<file path="config.mk">
export PLATFORM = sky130hd
export DESIGN_NAME = etcpu_fetch_queue
export DESIGN_NICKNAME = d
export VERILOG_FILES = /design/src/rtl/etcpu_fetch_queue.sv
export SDC_FILE = /design/constraint.sdc
export NUM_CORES = 1
export LEC_CHECK = 0
export ABC_AREA = 1
export CORE_UTILIZATION = 40
export DETAILED_ROUTE_END_ITERATION = 7
export GPL_ROUTABILITY_DRIVEN = 0
export PLACE_DENSITY = 0.6
export SYNTH_ARGS = -nofsm -noshare
export SYNTH_HDL_FRONTEND = slang
export SYNTH_HIERARCHICAL = 1
export SYNTH_SLANG_ARGS = --single-unit
</file>
<file path="constraint.sdc">
create_clock -name clk -period 5.9 [get_ports clk]
set_input_delay 1.18 -clock clk [delete_from_list [all_inputs] [get_ports clk]]
set_output_delay 1.18 -clock clk [all_outputs]
set_load 0.05 [all_outputs]
</file>
<file path="src/rtl/etcpu_fetch_queue.sv">
// Instruction-fetch front end: owns the fetch PC, issues credit-limited imem requests and buffers responses for decode.
// Optional ETCPU_FQ_BYPASS_EN forwards a response straight to decode when the queue is empty.
module etcpu_fetch_queue #(
   parameter int                 DAT_W      = 32,
   parameter int                 ADDR_W     = 32,
   parameter int                 DEPTH      = 4,
   parameter logic [ADDR_W-1:0]  RESET_PC   = {ADDR_W{1'b0}},
   parameter int                 INST_BYTES = 4
) (
   input  logic                        clk,
   input  logic                        rst,
   output logic                        imem_req,
   output logic [ADDR_W-1:0]           imem_addr,
   input  logic                        imem_gnt,
   input  logic                        imem_rvalid,
   input  logic [DAT_W-1:0]            imem_rdata,
   output logic                        id_valid,
   output logic [DAT_W-1:0]            id_inst,
   output logic [ADDR_W-1:0]           id_pc,
   input  logic                        id_ready,
   input  logic                        flush,
   input  logic [ADDR_W-1:0]           flush_pc,
   output logic [$clog2(DEPTH+1)-1:0]  fq_level
);

   localparam int                CNT_W    = $clog2(DEPTH + 1);
   localparam int                PTR_W    = $clog2(DEPTH);
   localparam logic [ADDR_W-1:0] PC_INC   = ADDR_W'(INST_BYTES);
   localparam logic [CNT_W:0]    CREDITS  = (CNT_W + 1)'(DEPTH);
   localparam logic [CNT_W-1:0]  CNT_ZERO = {CNT_W{1'b0}};
   localparam logic [CNT_W-1:0]  CNT_ONE  = CNT_W'(1'b1);
   localparam logic [PTR_W-1:0]  PTR_ZERO = {PTR_W{1'b0}};
   localparam logic [PTR_W-1:0]  PTR_ONE  = PTR_W'(1'b1);

   logic [ADDR_W-1:0] fetch_pc_r;
   logic [ADDR_W-1:0] rsp_pc_r;
   logic [CNT_W-1:0]  outstanding_r;
   logic [CNT_W-1:0]  drop_cnt_r;
   logic [CNT_W-1:0]  count_r;
   logic [PTR_W-1:0]  rd_ptr_r;
   logic [PTR_W-1:0]  wr_ptr_r;
   logic [DAT_W-1:0]  inst_mem_r [DEPTH];
   logic [ADDR_W-1:0] pc_mem_r   [DEPTH];

   logic              req_s;
   logic              accept_s;
   logic              rsp_keep_s;
   logic              push_s;
   logic              pop_s;
   logic              fifo_nempty_s;
   logic [CNT_W-1:0]  outstanding_nxt_s;
`ifdef ETCPU_FQ_BYPASS_EN
   logic              bypass_s;
`endif

   // Credit check, handshake qualification and decode-side presentation.
   always_comb begin
      fifo_nempty_s     = !rst && (count_r != CNT_ZERO);
      req_s             = !rst && !flush &&
                          (({1'b0, count_r} + {1'b0, outstanding_r}) < CREDITS);
      accept_s          = req_s && imem_gnt;
      outstanding_nxt_s = outstanding_r + CNT_W'(accept_s) - CNT_W'(imem_rvalid);
      rsp_keep_s        = !rst && !flush && imem_rvalid && (drop_cnt_r == CNT_ZERO);
      pop_s             = fifo_nempty_s && id_ready && !flush;
`ifdef ETCPU_FQ_BYPASS_EN
      bypass_s          = rsp_keep_s && (count_r == CNT_ZERO);
      push_s            = rsp_keep_s && !(bypass_s && id_ready);
      id_valid          = fifo_nempty_s || bypass_s;
      if (bypass_s) begin
         id_inst = imem_rdata;
         id_pc   = rsp_pc_r;
      end else begin
         id_inst = inst_mem_r[rd_ptr_r];
         id_pc   = pc_mem_r[rd_ptr_r];
      end
`else
      push_s            = rsp_keep_s;
      id_valid          = fifo_nempty_s;
      id_inst           = inst_mem_r[rd_ptr_r];
      id_pc             = pc_mem_r[rd_ptr_r];
`endif
   end

   assign imem_req  = req_s;
   assign imem_addr = fetch_pc_r;
   assign fq_level  = count_r;

   // Control state: PCs, credits, drop counter and queue pointers; flush wins over everything but rst.
   always_ff @(posedge clk) begin
      if (rst) begin
         fetch_pc_r    <= RESET_PC;
         rsp_pc_r      <= RESET_PC;
         outstanding_r <= CNT_ZERO;
         drop_cnt_r    <= CNT_ZERO;
         count_r       <= CNT_ZERO;
         rd_ptr_r      <= PTR_ZERO;
         wr_ptr_r      <= PTR_ZERO;
      end else begin
         outstanding_r <= outstanding_nxt_s;
         if (flush) begin
            // Everything still in flight after this cycle belongs to the old path.
            fetch_pc_r <= flush_pc;
            rsp_pc_r   <= flush_pc;
            drop_cnt_r <= outstanding_nxt_s;
            count_r    <= CNT_ZERO;
            rd_ptr_r   <= PTR_ZERO;
            wr_ptr_r   <= PTR_ZERO;
         end else begin
            if (accept_s) begin
               fetch_pc_r <= fetch_pc_r + PC_INC;
            end
            if (imem_rvalid) begin
               if (drop_cnt_r != CNT_ZERO) begin
                  drop_cnt_r <= drop_cnt_r - CNT_ONE;
               end else begin
                  rsp_pc_r <= rsp_pc_r + PC_INC;
               end
            end
            if (push_s) begin
               wr_ptr_r <= wr_ptr_r + PTR_ONE;
            end
            if (pop_s) begin
               rd_ptr_r <= rd_ptr_r + PTR_ONE;
            end
            count_r <= count_r + CNT_W'(push_s) - CNT_W'(pop_s);
         end
      end
   end

   // Queue storage; contents are don't-care while empty, so no reset.
   always_ff @(posedge clk) begin
      if (push_s) begin
         inst_mem_r[wr_ptr_r] <= imem_rdata;
         pc_mem_r[wr_ptr_r]   <= rsp_pc_r;
      end
   end

   etcpu_fetch_queue_chk #(.CNT_W(CNT_W)) u_chk (
      .clk         (clk),
      .rst         (rst),
      .imem_rvalid (imem_rvalid),
      .outstanding (outstanding_r)
   );

endmodule

// A response with nothing outstanding means the memory side broke the protocol.
module etcpu_fetch_queue_chk #(
   parameter int CNT_W = 3
) (
   input  logic             clk,
   input  logic             rst,
   input  logic             imem_rvalid,
   input  logic [CNT_W-1:0] outstanding
);

   a_no_orphan_rsp: assert property (@(posedge clk) disable iff (rst)
      (!imem_rvalid || (outstanding != {CNT_W{1'b0}})));

endmodule

</file>
==> impl_metrics.yaml, run 1 <==
routing:
  via_count: 10718
  drt-total-wl_um: 35800
  postRouteAntennaNets: 0
  drc_errors: 0
  via_per_inst: 5.20
  first_pass_iters: 5
  drt_iter0_markers: 624
  wl_per_cell_um: 17.4
clock_tree:
  cts_tree: "yes"
  h-tree-depth: 2
  clock_path_buffers: 3
  ctsHoldBuffers: 0
  clock_latency_ns: 0.51
  cts.clk_slew.worst_paths_ns: 0.06
  cts_sinks: 335
  cts_root_buffer: "clkbuf_16"
  cts_made_buffers: 36
  post_cts_buffers: 0
  cts_resized: 0
grt:
  grt_pass1_wl_um: 55300
  grt_use_total_pct: 19.6
  grt_overflow: 0
  grt_pass1_vias: 10278
  grt_max_degree: 66
  grt_antenna_before_repair: 0
logic_synthesis:
  synth_edf_count: 256
  synthDistinctLibCells: 36
  syn_nets: 1507
  syn_area_mm2: 0.0143
  synth-seq-cells: 335
  synth_area_per_cell_um2: 10.1
  synthArstFlopShare_pct: 0
  ys_warn_count: 6
  netlist_instances: 1421
  synth-seq-area-share_pct: 64.6
  synth_ff_type: "edfxtp_1"
timing:
  hold_ws_ns: 0.459
  setup_tns_ns: 0
  max_freq_mhz: 214
  rsz0062_at_grt: "false"
  slew-limit-headroom_pct: 33.1
  slew_viol_final: 0
  postLayoutSetupSlackWorst_ns: 1.23
  setup_viol: 0
  post-route-period-util_pct: 79.1
  skew_ns: 0.0114
  finalHoldViolations: 0
  worst_pin_slew_ns: 1.00
  fin_crit_ns: 4.67
worst_setup_path:
  r2r_setup_slack_ns: 2.96
  cp_slowest_stage_delay_ns: 0.87
  crit_arrival_ns: 3.49
  critPathKind: "flip-flop to output pin"
  critPathRequiredTime_ns: 4.72
  crit_path_start_kind: "flip-flop"
  crit_path_frequent_cell: "buf_4"
  critPathMaxFanout: 53
  r2r_cells: 14
  slowest_stage: "clkdlybuf4s50_1"
  end_kind: "output pin"
  crit_chain: "buf_4, buf_4, o21ai_0, o22ai_1, clkdlybuf4s50_1"
pwr:
  ir_worst_vdd_v: 0.000204
  p_leak_uw: 0.00611
  power.density_mw_per_mm2: 299
run:
  maxCapViolations: 0
worst_hold_path:
  min_path_cells: 2
  min_path_type: "flip-flop to flip-flop"
floorplan:
  die_w_um: 191
  rows: 68
  die_area_mm2: 0.0366
  ios: 171
  die_h_um: 191
  core_area_mm2: 0.0349
  start_util_pct: 41.1
placement:
  place_area_mm2: 0.0165
  dp_slack_ns: 1.51
  hpwl_um: 22400
  numPortBuffers: 170
final_layout:
  n_fill_cell: 3173
  diodes: 0
  drive_above_1_share_pct: 4.98
  fin_nets: 1669
  utilization_pct: 50.4
  final_cell_area_mm2: 0.0176
  area_growth_syn_to_layout_pct: 22.6
outcome:
  status: "finished, final reports clean"
[worst max-delay path: cells and delay by family (launching register included)]
kind	cells	cell delay (ns)
buffers and inverters	3	1.88
AO/OA/AOI/OAI	2	0.49
flip-flops	1	0.54
[synthesized netlist by cell type (all sizes together), types with 14 or more instances]
cell type	number	area, um2
nand2	235	900
clkbuf	47	176
a31oi	14	87.6
nor2	238	927
ha	14	175
inv	108	408
a21oi	44	220
edfxtp	256	7690
dfxtp	79	1580
o21ai	184	921
nand3	63	315
o22ai	68	425
[registers in the layout (all words and copies together) (netlist names), named ones only]
register	cells
wr_ptr_r	2
outstanding_r	3
drop_cnt_r	3
pc_mem_r	128
imem_addr	32
fq_level	3
inst_mem_r	128
rd_ptr_r	2
rsp_pc_r	32
[final cells by class]
type	instances	area, um2	area share, %
clock inverters	12	96.3	0.548
clock buffers	50	985	5.60
multi-input cells	917	4430	25.2
flip-flops and latches	335	9270	52.7
well taps	455	569	3.24
inverters	109	413	2.35
repair buffers	184	1820	10.3
[power breakdown]
part / switching [uW] / internal (uW) / leakage, uW / total [uW]
sequential: 75.6 / 2610 / 0.00298 / 2680
combinational: 316 / 170 / 0.00262 / 486
clock: 869 / 1210 / 0.000521 / 2080
[cells by family after synthesis]
logic type,after synthesis,share of synthesized area [%]
flip-flops,335,64.6
XOR/XNOR,13,0.794
adder cells (fa/ha/maj),16,1.50
buffers and inverters,169,4.69
AO/OA/AOI/OAI,319,12.0
AND/OR/NAND/NOR,569,16.4
[metrics by stage]
stage / cells / total power, uW
2_1_floorplan: 1421 / 3010
3_3_place_gp: 2000 / 3210
3_5_place_dp: 2000 / 3220
4_1_cts: 2062 / 5300
5_1_grt: 2062 / 5430
6_report: 2062 / 5250
[layout by cell type, fill, tap and decap left out, types with 3 or more instances in the layout]
master           count
nor2_1             230
a21oi_1             44
clkbuf_1            12
or2_2                3
buf_4               13
nor2_4               6
edfxtp_1           256
clkbuf_16           37
nor3_1               8
and2_1               3
o21ai_0            184
nand4_1             13
nand3b_1             4
dfxtp_1             77
clkinv_1             6
ha_1                14
o21bai_1             5
inv_2                3
nand2_1            232
xor2_1              11
o22ai_1             68
a31oi_1             14
nand3_1             63
clkdlybuf4s50_1    170
inv_1              103
[worst paths after layout]
check / from / endpoint
max reg2reg: drop_cnt_r[0] / fq_level[2]
min: rd_ptr_r[1] / flip-flop
min reg2reg: rd_ptr_r[1] / flip-flop
max: flip-flop / id_pc[11]
[layer usage]
| layer | routed length, um | up-vias | GRT usage (%) |
|---|---|---|---|
| met4 | 533 | 0 | 4.67 |
| li1 | - | 5252 | - |
| met1 | 16200 | 5069 | 26.9 |
| met5 | 0 | - | 0 |
| met2 | 16700 | 359 | 32.4 |
| met3 | 2450 | 38 | 3.21 |
Note: power is estimated with default switching activity, not from simulation.
==> run 2: changes to the inputs <==
--- a/config.mk
+++ b/config.mk
@@ -9,7 +9,7 @@
 export CORE_UTILIZATION = 40
 export DETAILED_ROUTE_END_ITERATION = 7
 export GPL_ROUTABILITY_DRIVEN = 0
-export PLACE_DENSITY = 0.6
+export PLACE_DENSITY = 0.63
 export SYNTH_ARGS = -nofsm -noshare
 export SYNTH_HDL_FRONTEND = slang
 export SYNTH_HIERARCHICAL = 1
==> constraint.sdc (replaced) <==
create_clock -name clk -period 3.8 [get_ports clk]
set_input_delay 0.76 -clock clk [delete_from_list [all_inputs] [get_ports clk]]
set_output_delay 0.76 -clock clk [all_outputs]
set_load 0.05 [all_outputs]
==> run 2 against run 1 <==
Compared with the run above:
- worst hold slack better by 0.0025 ns
- clock skew up 0.0014 ns
- global-route usage up 0.22 points
- final area up 0.34%
- wire length up 1.0%
- first-iteration DRC count up 31%
- sequential share of layout area down 0.18 points
- setup slack worse by 0.68 ns
- combinational power up 57%
- power up 61%
- core utilization up 0.17 points
- critical path type unchanged
==> impl_metrics.yaml, run 2 (synthesis results as in run 1) <==
outcome:
  status: "finished, final reports clean"
floorplan:
  core_area_mm2: 0.0349
  start_util_pct: 41.1
  die_h_um: 191
  rows: 68
  die_w_um: 191
  ios: 171
  die_area_mm2: 0.0366
final_layout:
  reg_top3: "inst_mem_r x128, pc_mem_r x128"
  fin_nets: 1675
  final_cell_mix: "256 x edfxtp_1, 232 x nand2_1, 230 x nor2_1"
  area_growth_syn_to_layout_pct: 23.1
  diodes: 0
  layout_commonest_cell: "edfxtp_1"
  drive_above_1_share_pct: 9.74
routing:
  drc_errors: 0
  first_pass_iters: 5
  drt_iter0_markers: 818
  top_layer_used: "met4"
  wl_met3_um: 2710
  wl_met1_um: 16400
  wl_per_cell_um: 17.5
  postRouteAntennaNets: 0
  via_count: 10821
  wl_met2_um: 16400
  drt-total-wl_um: 36200
  via_per_inst: 5.24
grt:
  grt_max_degree: 77
  grt_overflow: 0
  grt_pass1_wl_um: 56200
  grt_pass1_vias: 10274
  grt_antenna_before_repair: 0
  grt_use_total_pct: 19.8
timing:
  rsz0062_at_grt: "false"
  post-route-period-util_pct: 85.6
  slew_viol_final: 0
  skew_ns: 0.0128
  max_freq_mhz: 307
  fin_crit_ns: 3.25
  setup_viol: 0
  postLayoutSetupSlackWorst_ns: 0.547
  worst_pin_slew_ns: 0.896
  slew-limit-headroom_pct: 39.9
  finalHoldViolations: 0
worst_setup_path:
  crit_path_start_kind: "flip-flop"
  critPathKind: "flip-flop to output pin"
  crit_arrival_ns: 2.49
  crit_chain: "clkinv_1, buf_12, o21ai_0, o22ai_1, buf_4"
  slowest_stage: "clkinv_1"
  critPathRequiredTime_ns: 3.04
  end_kind: "output pin"
  critPathMaxFanout: 37
  cp_slowest_stage_delay_ns: 0.69
  critPathBufInv: 3
  cp_top_family: "buffers and inverters"
worst_hold_path:
  min_path_type: "flip-flop to flip-flop"
clock_tree:
  cts_made_buffers: 37
  h-tree-depth: 2
  ctsHoldBuffers: 0
  cts_resized: 0
  post_cts_buffers: 0
  cts_tree: "yes"
  cts_sinks: 335
  clock_latency_ns: 0.51
  clock_path_buffers: 3
  cts.clk_slew.worst_paths_ns: 0.06
  cts_root_buffer: "clkbuf_16"
pwr:
  internal-power_uw: 6450
  power.density_mw_per_mm2: 479
  power_frac_seq_pct: 49.3
  p_leak_uw: 0.00628
  p_sw_uw: 2010
  p_sw_share_pct: 23.7
  pwr-share-comb_pct: 9.0
  clock_power_share_pct: 41.7
  total_power_uw: 8460
  ir_worst_vdd_v: 0.000276
placement:
  numPortBuffers: 170
  hpwl_um: 23200
  dp_slack_ns: 0.210
run:
  maxCapViolations: 0
-- run 2: worst paths after layout --
kind	startpoint	endpoint	slack [ns]	cells past startpoint
max reg2reg	fq_level[2]	drop_cnt_r[2]	0.99	15
max	flip-flop	id_pc[19]	0.55	5
min reg2reg	rd_ptr_r[1]	flip-flop	0.46	2
min	rd_ptr_r[1]	flip-flop	0.46	2
-- run 2: power by group through the flow --
stage                     sequential, uW  combinational (uW)  clock, uW
after floorplan                     4280                 400          0
after global placement              4240                 754          0
after detailed placement            4240                 763          0
after CTS                           4170                 768       3590
after global routing                4180                 828       3730
final                               4170                 763       3520
-- run 2: tightest hold or removal path, delay by kind of cell, from the launching register on --
kind / cells / cell delay (ns)
compound gates: 1 / 0.07
buf+inv: 1 / 0.06
flops: 1 / 0.30
-- run 2: through the flow --
stage / util, % / TNS (ns) / area, um2 / hold WS [ns] / instances
floorplan: - / -191.54 / 14300 / 0.436 / 1421
global placement: 47.2 / 0 / 16500 / 0.454 / 2005
detailed placement: 47.2 / 0 / 16500 / 0.451 / 2005
CTS: 50.6 / 0 / 17600 / 0.465 / 2067
global route: 50.6 / 0 / 17600 / 0.500 / 2067
finish: 50.6 / 0 / 17600 / 0.462 / 2067
-- run 2: area by class of cell --
cell class | count | area, um2
fill | 3162 | 17200
clock buffer | 45 | 956
timing repair buffer | 189 | 1780
tap | 455 | 569
inverter | 109 | 413
sequential | 335 | 9270
multi-input combinational | 917 | 4430
clock inverter | 17 | 225
-- run 2: layer usage --
metal / global-route usage, % / vias up
met5: 0 / -
met4: 5.07 / 0
li1: - / 5275
met3: 3.40 / 51
met1: 28.0 / 5116
met2: 31.5 / 379
==> run 3: changes to the inputs <==
--- a/config.mk
+++ b/config.mk
@@ -9,8 +9,7 @@
 export CORE_UTILIZATION = 40
 export DETAILED_ROUTE_END_ITERATION = 7
 export GPL_ROUTABILITY_DRIVEN = 0
-export PLACE_DENSITY = 0.63
+export PLACE_DENSITY_LB_ADDON = 0.1
 export SYNTH_ARGS = -nofsm -noshare
 export SYNTH_HDL_FRONTEND = slang
-export SYNTH_HIERARCHICAL = 1
 export SYNTH_SLANG_ARGS = --single-unit
==> run 3 against run 2 <==
Compared with the run above:
- the flow now finishes with violations (DRC)
- non-clock buffer count grew 1
- clock power shrank 7.4%
- wire length grew 1.9%
- final area about the same
- synthesized cell count barely moved
- clock skew is 0.00088 ns lower
- sequential power is essentially flat
- core utilization is 0.88 points lower
- global-route usage grew 0.27 points
- clock-buffer cell count unchanged
- power shrank 3.1%
- largest power group unchanged
- highest routed layer is now met5
==> impl_metrics.yaml, run 3 <==
outcome:
  status: "complete, but fails checks"
  violations: "DRC"
final_layout:
  multi_input_area_mm2: 0.00449
  fin_nets: 1673
  reg_top3: "inst_mem_r x128, pc_mem_r x128"
  utilization_pct: 49.7
  area_growth_syn_to_layout_pct: 22.4
  n_fill_cell: 3305
  layout_commonest_cell: "edfxtp_1"
  drive_above_1_share_pct: 10.1
  final_cell_mix: "256 x edfxtp_1, 238 x nand2_1, 227 x nor2_1"
  seqCellArea_mm2: 0.00927
  diodes: 0
placement:
  numPortBuffers: 170
  hpwl_um: 23600
  dp_slack_ns: 0.288
clock_tree:
  clock_latency_ns: 0.52
  cts_resized: 0
  post_cts_buffers: 0
  clock_path_buffers: 3
  cts_root_buffer: "clkbuf_16"
  h-tree-depth: 2
  cts.clk_slew.worst_paths_ns: 0.06
  cts_made_buffers: 36
  ctsHoldBuffers: 0
  cts_sinks: 335
  cts_tree: "yes"
floorplan:
  ios: 171
  die_area_mm2: 0.0368
  die_w_um: 192
  rows: 69
  core_area_mm2: 0.0355
  die_h_um: 192
  start_util_pct: 40.6
logic_synthesis:
  synthMuxAreaShare_pct: 0
  synth_area_leader_cell: "edfxtp_1"
  synthArstFlopShare_pct: 0
  ys_warn_count: 0
  synth-compound-area-share_pct: 12.1
  synth_top_family_by_area: "simple AND/OR/NAND/NOR gates"
  synth-seq-cells: 335
  syn_nets: 1506
  synth-adder-area-share_pct: 1.49
  yosysTopAreaCellShare_pct: 53.3
  yosysMostFrequentCell: "edfxtp_1"
  synth_ff_type: "edfxtp_1"
  synth-seq-area-share_pct: 64.3
  synth_edf_count: 256
  synthTopCellsByArea: "edfxtp_1 53%, dfxtp_1 11%, nand2_1 6.2%, nor2_1 6.0%, o21ai_0 5.8%"
  syn_area_mm2: 0.0144
  synthDistinctLibCells: 41
  synth_xor_area_share_pct: 0.912
  synthSimpleGateAreaFrac_pct: 16.5
  yosys-top-cells-count: "256 x edfxtp_1, 238 x nand2_1, 231 x nor2_1"
  synth_area_per_cell_um2: 10.1
  netlist_instances: 1420
timing:
  setup_viol: 0
  skew_ns: 0.0119
  fin_crit_ns: 3.09
  worst_pin_slew_ns: 0.656
  max_freq_mhz: 324
  slew-limit-headroom_pct: 56.1
  postLayoutSetupSlackWorst_ns: 0.715
  finalHoldViolations: 0
  post-route-period-util_pct: 81.2
  rsz0062_at_grt: "false"
  slew_viol_final: 0
worst_setup_path:
  critPathBufInv: 2
  crit_path_start_kind: "flip-flop"
  critPathMaxFanout: 29
  critPathKind: "flip-flop to output pin"
  crit_arrival_ns: 2.33
  r2r_cells: 15
  critPathRequiredTime_ns: 3.04
  crit_path_frequent_cell: "buf_4"
  crit_chain: "buf_4, o21ai_0, o22ai_1, buf_4"
  cp_top_family: "flip-flops"
  cp.depth: 4
  end_kind: "output pin"
  slowest_stage: "dfxtp_2"
  cp_slowest_stage_delay_ns: 0.73
routing:
  postRouteAntennaNets: 0
  wl_met1_um: 16900
  wl_met2_um: 17200
  top_layer_used: "met5"
  drt-total-wl_um: 36900
  via_per_inst: 5.18
  wl_met3_um: 1780
  drc_errors: 2
  drt_iter0_markers: 538
  first_pass_iters: 7
  wl_per_cell_um: 17.8
  via_count: 10730
pwr:
  total_power_uw: 8200
  internal-power_uw: 6220
  clock_power_share_pct: 39.8
  power_frac_seq_pct: 50.9
  power.density_mw_per_mm2: 465
  p_leak_uw: 0.00628
  pwr-share-comb_pct: 9.3
  p_sw_share_pct: 24.2
  p_sw_uw: 1980
  ir_worst_vdd_v: 0.000316
worst_hold_path:
  min_path_cells: 2
  min_path_type: "flip-flop to flip-flop"
grt:
  grt_antenna_before_repair: 1
  grt_overflow: 0
  grt_pass1_vias: 10577
  grt_use_total_pct: 20.1
  grt_pass1_wl_um: 57500
  grt_max_degree: 129
run:
  maxCapViolations: 0
==> run 3: cell types whose count changed after synthesis, moves of 3 or more <==
cell	change
o21ai_0	-16
o21ai_1	+10
buf_2	+8
nand3_1	-8
clkbuf_1	-7
nand2_1	+6
a21oi_1	+5
inv_1	-5
nor3_1	-4
a31oi_1	-3
and2_1	-3
nor2_1	-3
nor2_2	+3
==> run 3: power by group through the flow <==
stage	clock (uW)	combinational, uW	sequential (uW)
6_report	3260	763	4170
3_5_place_dp	0	765	4240
3_3_place_gp	0	761	4240
4_1_cts	3330	769	4170
2_1_floorplan	0	409	4280
5_1_grt	3480	833	4180
==> run 3: area by class of cell <==
type / instances / share of cell area [%]
flip-flops and latches: 335 / 52.6
multi-input cells: 919 / 25.5
repair buffers: 190 / 10.2
clock buffers: 45 / 5.36
well taps: 461 / 3.27
inverters: 105 / 2.28
clock inverters: 17 / 0.816
==> run 3: metal layers <==
layer,global-route usage [%],vias up
met1,27.1,5113
li1,-,5266
met4,6.56,2
met3,2.72,60
met5,0,-
met2,33.3,289
==> run 3: kinds of logic after synthesis <==
group,count (synthesis)
AOI/OAI and AO/OA,320
buffers and inverters,166
xor gates and xnor gates,15
and+or+nand+nor,568
DFF,335
adders and majority gates,16
==> run 3: path summary, 6_finish.rpt <==
check | slack [ns] | startpoint | endpoint
worst max-delay path | 0.71 | flip-flop | id_pc[16]
worst min-delay path | 0.46 | rd_ptr_r[1] | flip-flop
worst max register to register | 1.05 | fq_level[2] | drop_cnt_r[2]
worst min register to register | 0.46 | rd_ptr_r[1] | flip-flop
==> run 3: worst min-delay path: stages (launching register included) <==
cell and delay, ns:
dfxtp_1 0.29, inv_1 0.05, a21oi_1 0.07
==> run 3: stage by stage <==
step | hold slack (ns) | std cells | instance area, um2 | TNS, ns
finish | 0.462 | 2072 | 17600 | 0
global route | 0.509 | 2072 | 17600 | 0
CTS | 0.467 | 2072 | 17600 | 0
detailed placement | 0.454 | 2010 | 16500 | 0
global placement | 0.441 | 2010 | 16500 | 0
floorplan | 0.436 | 1420 | 14400 | -194.08
